$ cat src/rtl/cache_responder.sv
// -----------------------------------------------------------------------------
// cache_responder
// Direct-mapped, write-through, write-allocate cache with one word per line.
// It accepts one request at a time from an initiator and answers with data and
// a hit flag. Read misses and all writes are forwarded to backing memory over a
// req/ack handshake.
//
// Optional feature macro: CACHE_STATS_EN
//   - Defined:   hit/miss counters that saturate at 32'hFFFFFFFF.
//   - Undefined: both counters are tied to zero and no counter flops exist.
//
// Ports
//   clk, rst_n            rising-edge clock, async active-low reset
//   req_valid/req_ready   request handshake; ready is high only while idle
//   req_mode              1 = write, 0 = read
//   req_addr, req_data    request address and write data
//   rsp_valid             one-cycle response strobe
//   rsp_data, rsp_hit     read data (or echoed write data) and lookup hit flag
//   mem_req/mem_ack       memory handshake; req held until a one-cycle ack
//   mem_we, mem_addr      memory direction and address
//   mem_wdata, mem_rdata  memory write and read data
//   hit_count, miss_count lookup statistics
// -----------------------------------------------------------------------------
module cache_responder #(
   parameter int ADDR_W  = 24,
   parameter int DATA_W  = 24,
   parameter int INDEX_W = 4
) (
   input  logic              clk,
   input  logic              rst_n,
   input  logic              req_valid,
   output logic              req_ready,
   input  logic              req_mode,
   input  logic [ADDR_W-1:0] req_addr,
   input  logic [DATA_W-1:0] req_data,
   output logic              rsp_valid,
   output logic [DATA_W-1:0] rsp_data,
   output logic              rsp_hit,
   output logic              mem_req,
   output logic              mem_we,
   output logic [ADDR_W-1:0] mem_addr,
   output logic [DATA_W-1:0] mem_wdata,
   input  logic              mem_ack,
   input  logic [DATA_W-1:0] mem_rdata,
   output logic [31:0]       hit_count,
   output logic [31:0]       miss_count
);

   localparam int LINES = 1 << INDEX_W;
   localparam int TAG_W = ADDR_W - INDEX_W;

   typedef enum logic [2:0] {
      IDLE   = 3'd0,
      LOOKUP = 3'd1,
      MEM_RD = 3'd2,
      MEM_WR = 3'd3,
      RESP   = 3'd4
   } state_t;

   state_t              state_q;
   logic                req_ready_q;
   logic                rsp_valid_q;
   logic [DATA_W-1:0]   rsp_data_q;
   logic                rsp_hit_q;
   logic                mem_req_q;
   logic                mem_we_q;
   logic [ADDR_W-1:0]   mem_addr_q;
   logic [DATA_W-1:0]   mem_wdata_q;

   // Captured request and lookup result
   logic                mode_q;
   logic [ADDR_W-1:0]   addr_q;
   logic [DATA_W-1:0]   data_q;
   logic                hit_q;

   // Line storage: only the valid bits are reset
   logic [LINES-1:0]    valid_q;
   logic [TAG_W-1:0]    tag_mem_q  [LINES];
   logic [DATA_W-1:0]   data_mem_q [LINES];

   logic [INDEX_W-1:0]  idx_s;
   logic [TAG_W-1:0]    tag_s;
   logic                hit_s;
   logic                line_we_s;
   logic [DATA_W-1:0]   line_wdata_s;

   assign idx_s = addr_q[INDEX_W-1:0];
   assign tag_s = addr_q[ADDR_W-1:INDEX_W];
   assign hit_s = valid_q[idx_s] && (tag_mem_q[idx_s] == tag_s);

   // Line update: write-allocate at lookup for writes, fill on read-miss ack
   always_comb begin
      line_we_s    = 1'b0;
      line_wdata_s = data_q;
      if (state_q == LOOKUP && mode_q) begin
         line_we_s    = 1'b1;
         line_wdata_s = data_q;
      end else if (state_q == MEM_RD && mem_ack) begin
         line_we_s    = 1'b1;
         line_wdata_s = mem_rdata;
      end else begin
         line_we_s    = 1'b0;
         line_wdata_s = data_q;
      end
   end

   // Control FSM with registered outputs
   always_ff @(posedge clk or negedge rst_n) begin
      if (!rst_n) begin
         state_q     <= IDLE;
         req_ready_q <= 1'b1;
         rsp_valid_q <= 1'b0;
         rsp_data_q  <= '0;
         rsp_hit_q   <= 1'b0;
         mem_req_q   <= 1'b0;
         mem_we_q    <= 1'b0;
         mem_addr_q  <= '0;
         mem_wdata_q <= '0;
         mode_q      <= 1'b0;
         addr_q      <= '0;
         data_q      <= '0;
         hit_q       <= 1'b0;
      end else begin
         rsp_valid_q <= 1'b0;
         case (state_q)
            IDLE: begin
               if (req_valid && req_ready_q) begin
                  mode_q      <= req_mode;
                  addr_q      <= req_addr;
                  data_q      <= req_data;
                  req_ready_q <= 1'b0;
                  state_q     <= LOOKUP;
               end
            end
            LOOKUP: begin
               hit_q <= hit_s;
               if (mode_q) begin
                  // Write-through: every write goes to memory, hit or not
                  mem_req_q   <= 1'b1;
                  mem_we_q    <= 1'b1;
                  mem_addr_q  <= addr_q;
                  mem_wdata_q <= data_q;
                  state_q     <= MEM_WR;
               end else if (hit_s) begin
                  rsp_data_q  <= data_mem_q[idx_s];
                  state_q     <= RESP;
               end else begin
                  mem_req_q   <= 1'b1;
                  mem_we_q    <= 1'b0;
                  mem_addr_q  <= addr_q;
                  state_q     <= MEM_RD;
               end
            end
            MEM_RD: begin
               if (mem_ack) begin
                  mem_req_q  <= 1'b0;
                  rsp_data_q <= mem_rdata;
                  state_q    <= RESP;
               end
            end
            MEM_WR: begin
               if (mem_ack) begin
                  mem_req_q  <= 1'b0;
                  rsp_data_q <= data_q;
                  state_q    <= RESP;
               end
            end
            RESP: begin
               rsp_valid_q <= 1'b1;
               rsp_hit_q   <= hit_q;
               req_ready_q <= 1'b1;
               state_q     <= IDLE;
            end
            default: begin
               mem_req_q   <= 1'b0;
               req_ready_q <= 1'b1;
               state_q     <= IDLE;
            end
         endcase
      end
   end

   // Valid bits: cleared by reset, set whenever a line is written
   always_ff @(posedge clk or negedge rst_n) begin
      if (!rst_n) begin
         valid_q <= '0;
      end else if (line_we_s) begin
         valid_q[idx_s] <= 1'b1;
      end
   end

   // Tag and data arrays; a conflicting tag simply overwrites the line
   always_ff @(posedge clk) begin
      if (line_we_s) begin
         tag_mem_q[idx_s]  <= tag_s;
         data_mem_q[idx_s] <= line_wdata_s;
      end
   end

`ifdef CACHE_STATS_EN
   logic [31:0] hit_cnt_q;
   logic [31:0] miss_cnt_q;

   // Saturating lookup statistics, reads and writes alike
   always_ff @(posedge clk or negedge rst_n) begin
      if (!rst_n) begin
         hit_cnt_q  <= 32'd0;
         miss_cnt_q <= 32'd0;
      end else if (state_q == LOOKUP) begin
         if (hit_s) begin
            if (hit_cnt_q != 32'hFFFF_FFFF) hit_cnt_q <= hit_cnt_q + 32'd1;
         end else begin
            if (miss_cnt_q != 32'hFFFF_FFFF) miss_cnt_q <= miss_cnt_q + 32'd1;
         end
      end
   end

   assign hit_count  = hit_cnt_q;
   assign miss_count = miss_cnt_q;
`else
   assign hit_count  = 32'd0;
   assign miss_count = 32'd0;
`endif

   assign req_ready = req_ready_q;
   assign rsp_valid = rsp_valid_q;
   assign rsp_data  = rsp_data_q;
   assign rsp_hit   = rsp_hit_q;
   assign mem_req   = mem_req_q;
   assign mem_we    = mem_we_q;
   assign mem_addr  = mem_addr_q;
   assign mem_wdata = mem_wdata_q;

endmodule
$ cat config.mk
export PLATFORM = sky130hd
export DESIGN_NAME = cache_responder
export DESIGN_NICKNAME = d
export VERILOG_FILES = /design/src/rtl/cache_responder.sv
export SDC_FILE = /design/constraint.sdc
export NUM_CORES = 1
export LEC_CHECK = 0
export ABC_AREA = 1
export CAP_MARGIN = 5
export CORE_MARGIN = 5
export CORE_UTILIZATION = 40
export DETAILED_ROUTE_END_ITERATION = 8
export SLEW_MARGIN = 20
export SYNTH_ARGS = -nofsm -noshare
export SYNTH_HDL_FRONTEND = slang
export SYNTH_SLANG_ARGS = --single-unit
$ cat constraint.sdc
create_clock -name clk -period 7 [get_ports clk]
set_clock_uncertainty 0.15 [all_clocks]
set_input_delay 1.05 -clock clk [delete_from_list [all_inputs] [get_ports clk]]
set_output_delay 1.05 -clock clk [all_outputs]
set_load 0.005 [all_outputs]
==> results.yml, run 1 <==
route:
  detailedRoute.firstIterationViolations: 1918
  drt-total-wl_um: 93200
  dr.pass1.iters: 5
  remaining_drc_errors: 0
  route.vias.total: 22600
  final_antenna_net_count: 0
  avgViaCountPerCell: 5.25
  wl_per_cell_um: 21.7
critical_path:
  cp_max_fo: 63
  cp.arrival_ns: 5.46
  cp-end-kind: "flip-flop"
  timing.rr.start: "addr_q[1]$_DFFE_PN0P_"
  required_ns: 7.38
  crit_type: "reg2reg"
  startpoint: "addr_q[1]$_DFFE_PN0P_"
  critPathLaunchType: "flip-flop"
floorplanning:
  dieArea_um2: 92100
  core_um2: 85300
  die_width_um: 303
  initial_core_util_pct: 40.4
  rows: 107
  ios: 218
  die_y_um: 303
logic_synthesis:
  synth.area.top_cells: "edfxtp_1 61%, nand2_1 12%, dfrtp_1 11%"
  ys_seq_area_share_pct: 72.0
  syn_area_um2: 34400
  ys_async_sr_fraction_pct: 17.2
  synth_most_common_cell: "nand2_1"
  synth_seq_cells: 850
  yosys-top-cells-count: "1120 x nand2_1, 704 x edfxtp_1, 182 x nand3_1"
  synth.avg_cell_area_um2: 11.7
  synth-main-ff-cell: "edfxtp_1"
  netlist.area_leader.share_pct: 61.4
  netlist.top_cell.by_area: "edfxtp_1"
  netlist_instances: 2940
  synthDistinctLibCells: 34
  synth_edf_count: 704
  ys_warn_count: 0
global_route:
  grt_max_degree: 125
  grt_pass1_wl_um: 139000
  grt_pass1_vias: 21900
  grt-ovfl-total: 0
  antenna_found_initial: 2
  grt_use_total_pct: 20.0
sta:
  drv_slew: 0
  worst_pin_slew_ns: 1.13
  hold_viol_final: 0
  fin_setup_tns_ns: 0
  period_minus_slack_ns: 5.08
  grt_setup_unrepaired: "no"
  setup_viol: 0
  fin_crit_sh_pct: 72.6
  max_clock_freq_mhz: 197
  relSlewSlack_pct: 24.4
cts:
  cts_tree: "built"
  cts_max_path_buffers: 3
  ctsHtreeMaxLevel: 3
  cts_sinks: 850
  holdBufCountCts: 0
  cts_setup_buffers: 0
  cts_resized: 0
  cts_buffers: 90
  clk_latency_ns: 0.65
  cts.clk_slew.worst_paths_ns: 0.06
  root_buffer: "clkbuf_16"
flow_run:
  maxCapViolCount: 0
finish:
  drive_above_1_share_pct: 8.90
  synthToLayoutAreaGrowth_pct: 16.6
  fin_nets: 3159
  fill_cells: 7620
  final_util_pct: 47.1
power:
  peakVddDrop_v: 0.000215
  power_leakage_uw: 0.0153
  power_density_nw_per_um2: 439
placed_design:
  place_congestion: 0.809
  io_buffers: 153
  dp_hpwl_um: 51700
hold_path:
  hp-class: "in2async"
status:
  outcome: "finished, final reports clean"
==> flip-flops by register name, summed over array words and instances (netlist names), 3 cells and up <==
register	flops
rsp_data	24
data_mem_q	384
state_q	3
mem_addr	24
valid_q	16
tag_mem_q	320
addr_q	24
data_q	24
mem_wdata	24
==> power by group <==
group	internal, uW	switching, uW
clock	2840	1970
sequential	6720	654
combinational	1730	3740
total	11300	6350
==> kinds of logic (layout without fill, tap and decap cells) <==
logic type,count (synthesis),after routing,share of synthesized area [%]
compound gates,301,301,5.58
buf+inv,281,436,4.31
flops,850,850,72.0
mux,19,19,0.621
other cells,1,65,0.0109
simple gates,1488,1488,17.5
==> cell usage in the layout (no fill, tap or decap), drive strengths merged, types with 64 or more instances in the layout <==
cell type / count
nand2: 1122
edfxtp: 704
nand3: 184
clkdlybuf4s50: 152
dfrtp: 145
clkbuf: 126
nor2: 109
a22oi: 102
o21ai: 72
conb: 64
==> final timing paths <==
| kind | end | slack, ns | depth (start not counted) |
|---|---|---|---|
| max | rsp_data[15]$_DFFE_PN0P_ | 1.92 | 15 |
| min | addr_q[22]$_DFFE_PN0P_ | 0.31 | 1 |
| max reg2reg | rsp_data[15]$_DFFE_PN0P_ | 1.92 | 15 |
| min reg2reg | valid_q[12]$_DFFE_PN0N_ | 0.31 | 2 |
| max in group asynchronous | addr_q[0]$_DFFE_PN0P_ | 4.76 | 2 |
| min in group clk | valid_q[12]$_DFFE_PN0N_ | 0.31 | 2 |
==> metrics by stage <==
step | setup WS [ns] | instance area (um^2) | hold WS (ns) | cells | power [uW]
after global placement | 1.79 | 37100 | 0.291 | 4133 | 12900
after CTS | 1.83 | 40100 | 0.309 | 4302 | 17700
after global routing | 1.52 | 40100 | 0.328 | 4302 | 18600
after detailed placement | 1.97 | 37100 | 0.295 | 4134 | 12900
final | 1.92 | 40100 | 0.313 | 4303 | 17600
after floorplan | 2.88 | 34700 | 0.274 | 3003 | 10600
==> metal layers <==
layer | share of wire (%) | track usage (%) | vias to the layer above
met5 | 0.014 | 0 | -
li1 | - | - | 10400
met3 | 7.9 | 4.18 | 128
met2 | 47 | 33.1 | 861
met4 | 1.8 | 4.59 | 2
met1 | 43 | 27.5 | 11200
==> final cells by class <==
type                       count  area [um^2]  area share (%)
inverter                      56          216           0.539
tap                         1144         1430            3.57
clock buffer                 126         2540            6.33
multi-input combinational   1872         8610            21.5
clock inverter                42          455            1.13
antenna                        1         2.50         0.00623
sequential                   850        24800            61.8
timing repair buffer         212         2090            5.20
==> worst max-delay path, cell delays in order (launching register included) <==
cell and delay, ns:
dfrtp_4 0.98, inv_2 0.53, nor2_4 0.85, nand2_1 0.17, nand3_1 0.16, nand2_1 0.06, nand2_1 0.10, o21ai_0 0.07
nand2_1 0.09, nand3_1 0.08, nor2_1 0.14, nand3_2 0.12, nand2_4 0.38, nand3_2 0.71, nand2_1 0.25, nand2_1 0.06
Note: power is estimated with default switching activity, not from simulation.
==> run 2, diff against run 1 <==
==> constraint.sdc (replaced) <==
create_clock -name clk -period 4.2 [get_ports clk]
set_clock_uncertainty 0.15 [all_clocks]
set_input_delay 0.63 -clock clk [delete_from_list [all_inputs] [get_ports clk]]
set_output_delay 0.63 -clock clk [all_outputs]
set_load 0.005 [all_outputs]
==> run 2 against run 1 <==
Compared with the run above: clock power increased by 73%; worst hold slack better by 0.0027 ns; power rose by 69%; final cell count is 0.95% higher; via count increased by 0.33%; core utilization increased by 0.62 points; sequential cell count did not move; combinational power increased by 73%; global-route usage grew 0.096 points; sequential share of layout area is 0.81 points lower; count of clock-buffer cells in the layout increased by 8; worst setup slack got worse by 1.7 ns.
==> results.yml, run 2 (same netlist as run 1, synthesis figures left out) <==
finish:
  fill_cells: 7590
  layout_commonest_cell: "nand2_1"
  top_regs: "data_mem_q (384), tag_mem_q (320)"
  fin_nets: 3197
  drive_above_1_share_pct: 9.66
  top_register: "data_mem_q"
  synthToLayoutAreaGrowth_pct: 18.1
  final_cell_mix: "1118 x nand2_1, 704 x edfxtp_1, 181 x nand3_1, 152 x clkdlybuf4s50_1, 143 x dfrtp_1"
  largest_reg_flops: 384
critical_path:
  cp_max_fo: 33
  cp_common_cell: "nand2_1"
  cp_top_family: "simple AND/OR/NAND/NOR gates"
  cp-end-kind: "flip-flop"
  path_buf_inv: 2
  critPathLaunchType: "flip-flop"
  required_ns: 4.61
  crit_type: "reg2reg"
  cpPeakStageDelay_ns: 0.72
  cp_slowest_cell: "nor2_4"
  crit_chain: "nor2_4 -> buf_4 -> nand2_1 -> nand3_1 -> nand2_1 -> nand2_1 -> nor2_1 -> nand2_1 -> nand2_1 -> nor2_1 -> nand2_1 -> nor2_1 -> nand3_2 -> nand2_4 -> nand2_4 -> inv_4 -> nand2_1 -> nand2_1"
  cp.arrival_ns: 4.37
flow_run:
  maxCapViolCount: 0
route:
  detailedRoute.firstIterationViolations: 2265
  wl_per_cell_um: 21.6
  avgViaCountPerCell: 5.22
  drt-total-wl_um: 93700
  remaining_drc_errors: 0
  route.vias.total: 22700
  dr.pass1.iters: 5
  final_antenna_net_count: 0
sta:
  hold_viol_final: 0
  worst_pin_slew_ns: 1.10
  period_minus_slack_ns: 3.96
  setup_viol: 0
  whs_ns: 0.316
  relSlewSlack_pct: 26.5
  fin_setup_tns_ns: 0
  fin_crit_sh_pct: 94.3
  drv_slew: 0
  grt_setup_unrepaired: "no"
  max_clock_freq_mhz: 252
cts:
  root_buffer: "clkbuf_16"
  cts_sinks: 850
  cts_setup_buffers: 0
  clk_latency_ns: 0.64
  ctsHtreeMaxLevel: 3
  cts_tree: "built"
  cts_buffers: 91
  cts_max_path_buffers: 3
  cts.clk_slew.worst_paths_ns: 0.06
floorplanning:
  ios: 218
  core_um2: 85300
  dieArea_um2: 92100
  die_width_um: 303
  die_y_um: 303
  rows: 107
  initial_core_util_pct: 40.4
global_route:
  antenna_found_initial: 0
  grt_pass1_vias: 22000
  grt_pass1_wl_um: 139000
  grt-ovfl-total: 0
  grt_max_degree: 87
  grt_use_total_pct: 20.1
placed_design:
  place_congestion: 0.776
  io_buffers: 153
  dp_hpwl_um: 52200
hold_path:
  hp-class: "reg2reg"
status:
  outcome: "finished, final reports clean"
power:
  peakVddDrop_v: 0.000414
  power_leakage_uw: 0.0156
  power_density_nw_per_um2: 733
[run 2: cell count changes in the layout (fill, tap and decap cells not counted), sizes merged]
| cell | delta |
|---|---|
| dlygate4sd3 | +1 |
| clkbuf | +8 |
| bufinv | +3 |
| clkinv | -5 |
| clkinvlp | -1 |
| buf | +36 |
| inv | -1 |
[run 2: repair_timing]
action	4_1_cts	5_1_grt
hold buffers	1	0
hold endpoints to repair	75	0
endpoints found under the setup margin	0	16
resized for setup	0	1
[run 2: power by group]
part / total, uW / internal, uW / switching [uW]
Sequential: 12100 / 11200 / 877
Clock: 8280 / 5010 / 3270
Combinational: 9450 / 3070 / 6380
Total: 29800 / 19300 / 10500
[run 2: final cells by class]
cell class / count / area [um^2] / area share (%)
clock inverter: 38 / 500 / 1.23
timing repair buffer: 249 / 2510 / 6.17
multi-input combinational: 1872 / 8610 / 21.2
antenna: 1 / 2.50 / 0.00615
clock buffer: 134 / 2610 / 6.42
sequential: 850 / 24800 / 61.0
inverter: 56 / 215 / 0.529
tap: 1144 / 1430 / 3.52
[run 2: final timing paths]
check	from	slack, ns	endpoint	cells after the start
setup / recovery	addr_q[0]$_DFFE_PN0P_	0.24	mem_addr[19]$_DFFE_PN0P_	18
hold reg to reg	valid_q[0]$_DFFE_PN0N_	0.32	valid_q[0]$_DFFE_PN0N_	1
setup reg to reg	addr_q[0]$_DFFE_PN0P_	0.24	mem_addr[19]$_DFFE_PN0P_	18
max in group asynchronous	rst_n	2.32	rsp_data[10]$_DFFE_PN0P_	3
min in group asynchronous	rst_n	0.50	addr_q[16]$_DFFE_PN0P_	2
hold / removal	valid_q[0]$_DFFE_PN0N_	0.32	valid_q[0]$_DFFE_PN0N_	1
[run 2: metal layers]
metal | wire (um) | track usage (%) | vias to the layer above
li1 | - | - | 10500
met1 | 40600 | 28.6 | 11200
met2 | 43700 | 32.4 | 850
met3 | 7180 | 3.43 | 150
met4 | 2220 | 5.09 | 0
met5 | 0 | 0 | -
[run 2: metrics by stage]
step                worst slack, ns  cells  utilization (%)  instance area (um^2)  power (uW)
detailed placement            0.259   4170             44.0                 37500       21700
global placement              0.336   4170             44.0                 37500       21600
global route                0.00203   4343             47.7                 40700       31400
finish                        0.238   4344             47.7                 40700       29800
CTS                           0.220   4343             47.7                 40700       30000
floorplan                    0.0801   3003                -                 34700       17600
==> run 3, diff against run 2 <==
--- a/config.mk
+++ b/config.mk
@@ -7,9 +7,11 @@
 export LEC_CHECK = 0
 export ABC_AREA = 1
 export CAP_MARGIN = 5
+export CORE_ASPECT_RATIO = 0.8
 export CORE_MARGIN = 5
 export CORE_UTILIZATION = 40
 export DETAILED_ROUTE_END_ITERATION = 8
+export GPL_TIMING_DRIVEN = 0
 export SLEW_MARGIN = 20
 export SYNTH_ARGS = -nofsm -noshare
 export SYNTH_HDL_FRONTEND = slang
==> run 3 against run 2 <==
Compared with the run above: sequential power hardly changed; core utilization is 1.1 points higher; global-route usage is 3.6 points higher.
==> results.yml, run 3 (same netlist as run 1, synthesis figures left out) <==
status:
  outcome: "finished, final reports clean"
floorplanning:
  initial_core_util_pct: 40.2
  die_y_um: 272
  dieArea_um2: 92100
  die_width_um: 338
  rows: 96
  core_um2: 85600
  ios: 218
placed_design:
  dp_cells: 4328
  place_congestion: 0.884
  postPlaceCellArea_um2: 38900
  dp_hpwl_um: 74300
  io_buffers: 153
sta:
  grt_setup_unrepaired: "no"
  max_clock_freq_mhz: 240
  period_minus_slack_ns: 4.17
  fin_crit_sh_pct: 99.3
  relSlewSlack_pct: 15.7
  hold_viol_final: 0
  worst_pin_slew_ns: 1.27
  drv_slew: 0
  setup_viol: 0
power:
  power_density_nw_per_um2: 722
  seq_power_share_pct: 40.5
  clkPwrFrac_pct: 24.8
  power_frac_comb_pct: 34.7
  switchingPower_uw: 11500
  swShare_pct: 38.2
  internal-power_uw: 18600
  power_leakage_uw: 0.0162
  peakVddDrop_v: 0.000347
route:
  dr.pass1.iters: 5
  drt-total-wl_um: 111000
  detailedRoute.firstIterationViolations: 2853
  final_antenna_net_count: 0
  wl_per_cell_um: 24.7
  route.vias.total: 24500
  avgViaCountPerCell: 5.43
  remaining_drc_errors: 0
critical_path:
  crit_type: "reg2reg"
  critPathLaunchType: "flip-flop"
  required_ns: 4.39
  cp.arrival_ns: 4.35
  cpPeakStageDelay_ns: 0.76
  cp_max_fo: 15
  rr_worst_depth: 7
  cp_top_family: "buffers and inverters"
  path_buf_inv: 5
  cp_slowest_cell: "clkbuf_1"
  cp-end-kind: "flip-flop"
  worst-path-stages: 7
  crit_chain: "nor2_2 -> clkbuf_1 -> inv_1 -> clkbuf_1 -> nor2_4 -> buf_16 -> buf_16"
global_route:
  grt_max_degree: 67
  grt_pass1_vias: 22600
  antenna_found_initial: 5
  grt_pass1_wl_um: 158000
  grt_use_total_pct: 23.6
  grt-ovfl-total: 0
finish:
  largest_reg_flops: 384
  drive_above_1_share_pct: 12.0
  final_cell_mix: "1119 x nand2_1, 704 x edfxtp_1, 182 x nand3_1, 152 x clkdlybuf4s50_1, 145 x dfrtp_1"
  fin_nets: 3378
  top_regs: "data_mem_q (384), tag_mem_q (320)"
  final_cells: 4504
  final_util_pct: 48.8
  stdcell_area_um2: 41800
  layout_commonest_cell: "nand2_1"
  synthToLayoutAreaGrowth_pct: 21.4
  top_register: "data_mem_q"
cts:
  cts.clk_slew.worst_paths_ns: 0.06
  cts_max_path_buffers: 3
  clk_latency_ns: 0.65
  root_buffer: "clkbuf_16"
  cts_buffers: 88
  ctsHtreeMaxLevel: 3
  cts_sinks: 850
  cts_tree: "built"
hold_path:
  hp-class: "in2async"
flow_run:
  maxCapViolCount: 0
==> run 3: cell count changes in the layout (fill, tap and decap cells not counted), moves of 9 or more <==
cell	delta
clkbuf_1	+73
buf_2	+35
buf_16	+29
buf_1	+15
buf_6	+12
clkbuf_2	+12
clkinv_2	+11
a21oi_1	-10
a21oi_2	+10
buf_4	+9
bufinv_16	-9
==> run 3: what timing repair did <==
action | in CTS | in global routing
cloned | 0 | 0
endpoints found under the hold margin | 27 | 0
hold buffers | 1 | 0
endpoints found under the setup margin | 299 | 107
pin swaps | 7 | 1
resized for setup | 2 | 13
buffers inserted | 9 | 2
==> run 3: area by class of cell <==
cell class,instances,area [um^2]
fillers,7585,43800
flip-flops and latches,850,24800
multi-input cells,1872,8590
repair buffers,210,2770
clock buffers,128,2470
well taps,1127,1410
plain buffers,223,1280
clock inverters,36,255
inverters,56,213
diodes,2,5.00
==> run 3: path summary, 6_finish.rpt <==
check / start / end / slack (ns)
worst max-delay path: addr_q[2]$_DFFE_PN0P_ / tag_mem_q[3][9]$_DFFE_PP_ / 0.03
worst min-delay path: rst_n / mem_addr[11]$_DFFE_PN0P_ / 0.29
worst max register to register: addr_q[2]$_DFFE_PN0P_ / tag_mem_q[3][9]$_DFFE_PP_ / 0.03
worst min register to register: valid_q[2]$_DFFE_PN0N_ / valid_q[2]$_DFFE_PN0N_ / 0.32
max in group asynchronous: rst_n / rsp_data[4]$_DFFE_PN0P_ / 2.60
min in group clk: valid_q[2]$_DFFE_PN0N_ / valid_q[2]$_DFFE_PN0N_ / 0.32
==> run 3: power groups by stage <==
stage	combinational, uW	clock [uW]	sequential, uW
after floorplan	5630	0	12000
after global placement	9880	0	12400
after detailed placement	10200	0	12400
after CTS	10300	7540	12200
after global routing	11300	7870	12300
final	10500	7480	12200
==> run 3: routing by layer <==
layer	wire [um]	vias up	global-route usage (%)
met1	47300	11900	34.8
met5	113	-	0.957
li1	-	10800	-
met3	14600	211	8.12
met4	3470	8	7.39
met2	45800	1478	32.8
==> run 3: per-stage QoR <==
stage / setup WS (ns) / hold slack, ns / total power, uW / setup TNS, ns
6_report: 0.0309 / 0.292 / 30200 / 0
5_1_grt: 0.00148 / 0.289 / 31600 / 0
4_1_cts: 0.00288 / 0.261 / 30000 / 0
3_5_place_dp: -0.358 / 0.304 / 22600 / -36.03
3_3_place_gp: -4.61 / 0.302 / 22300 / -3242.57
2_1_floorplan: 0.0801 / 0.184 / 17600 / 0
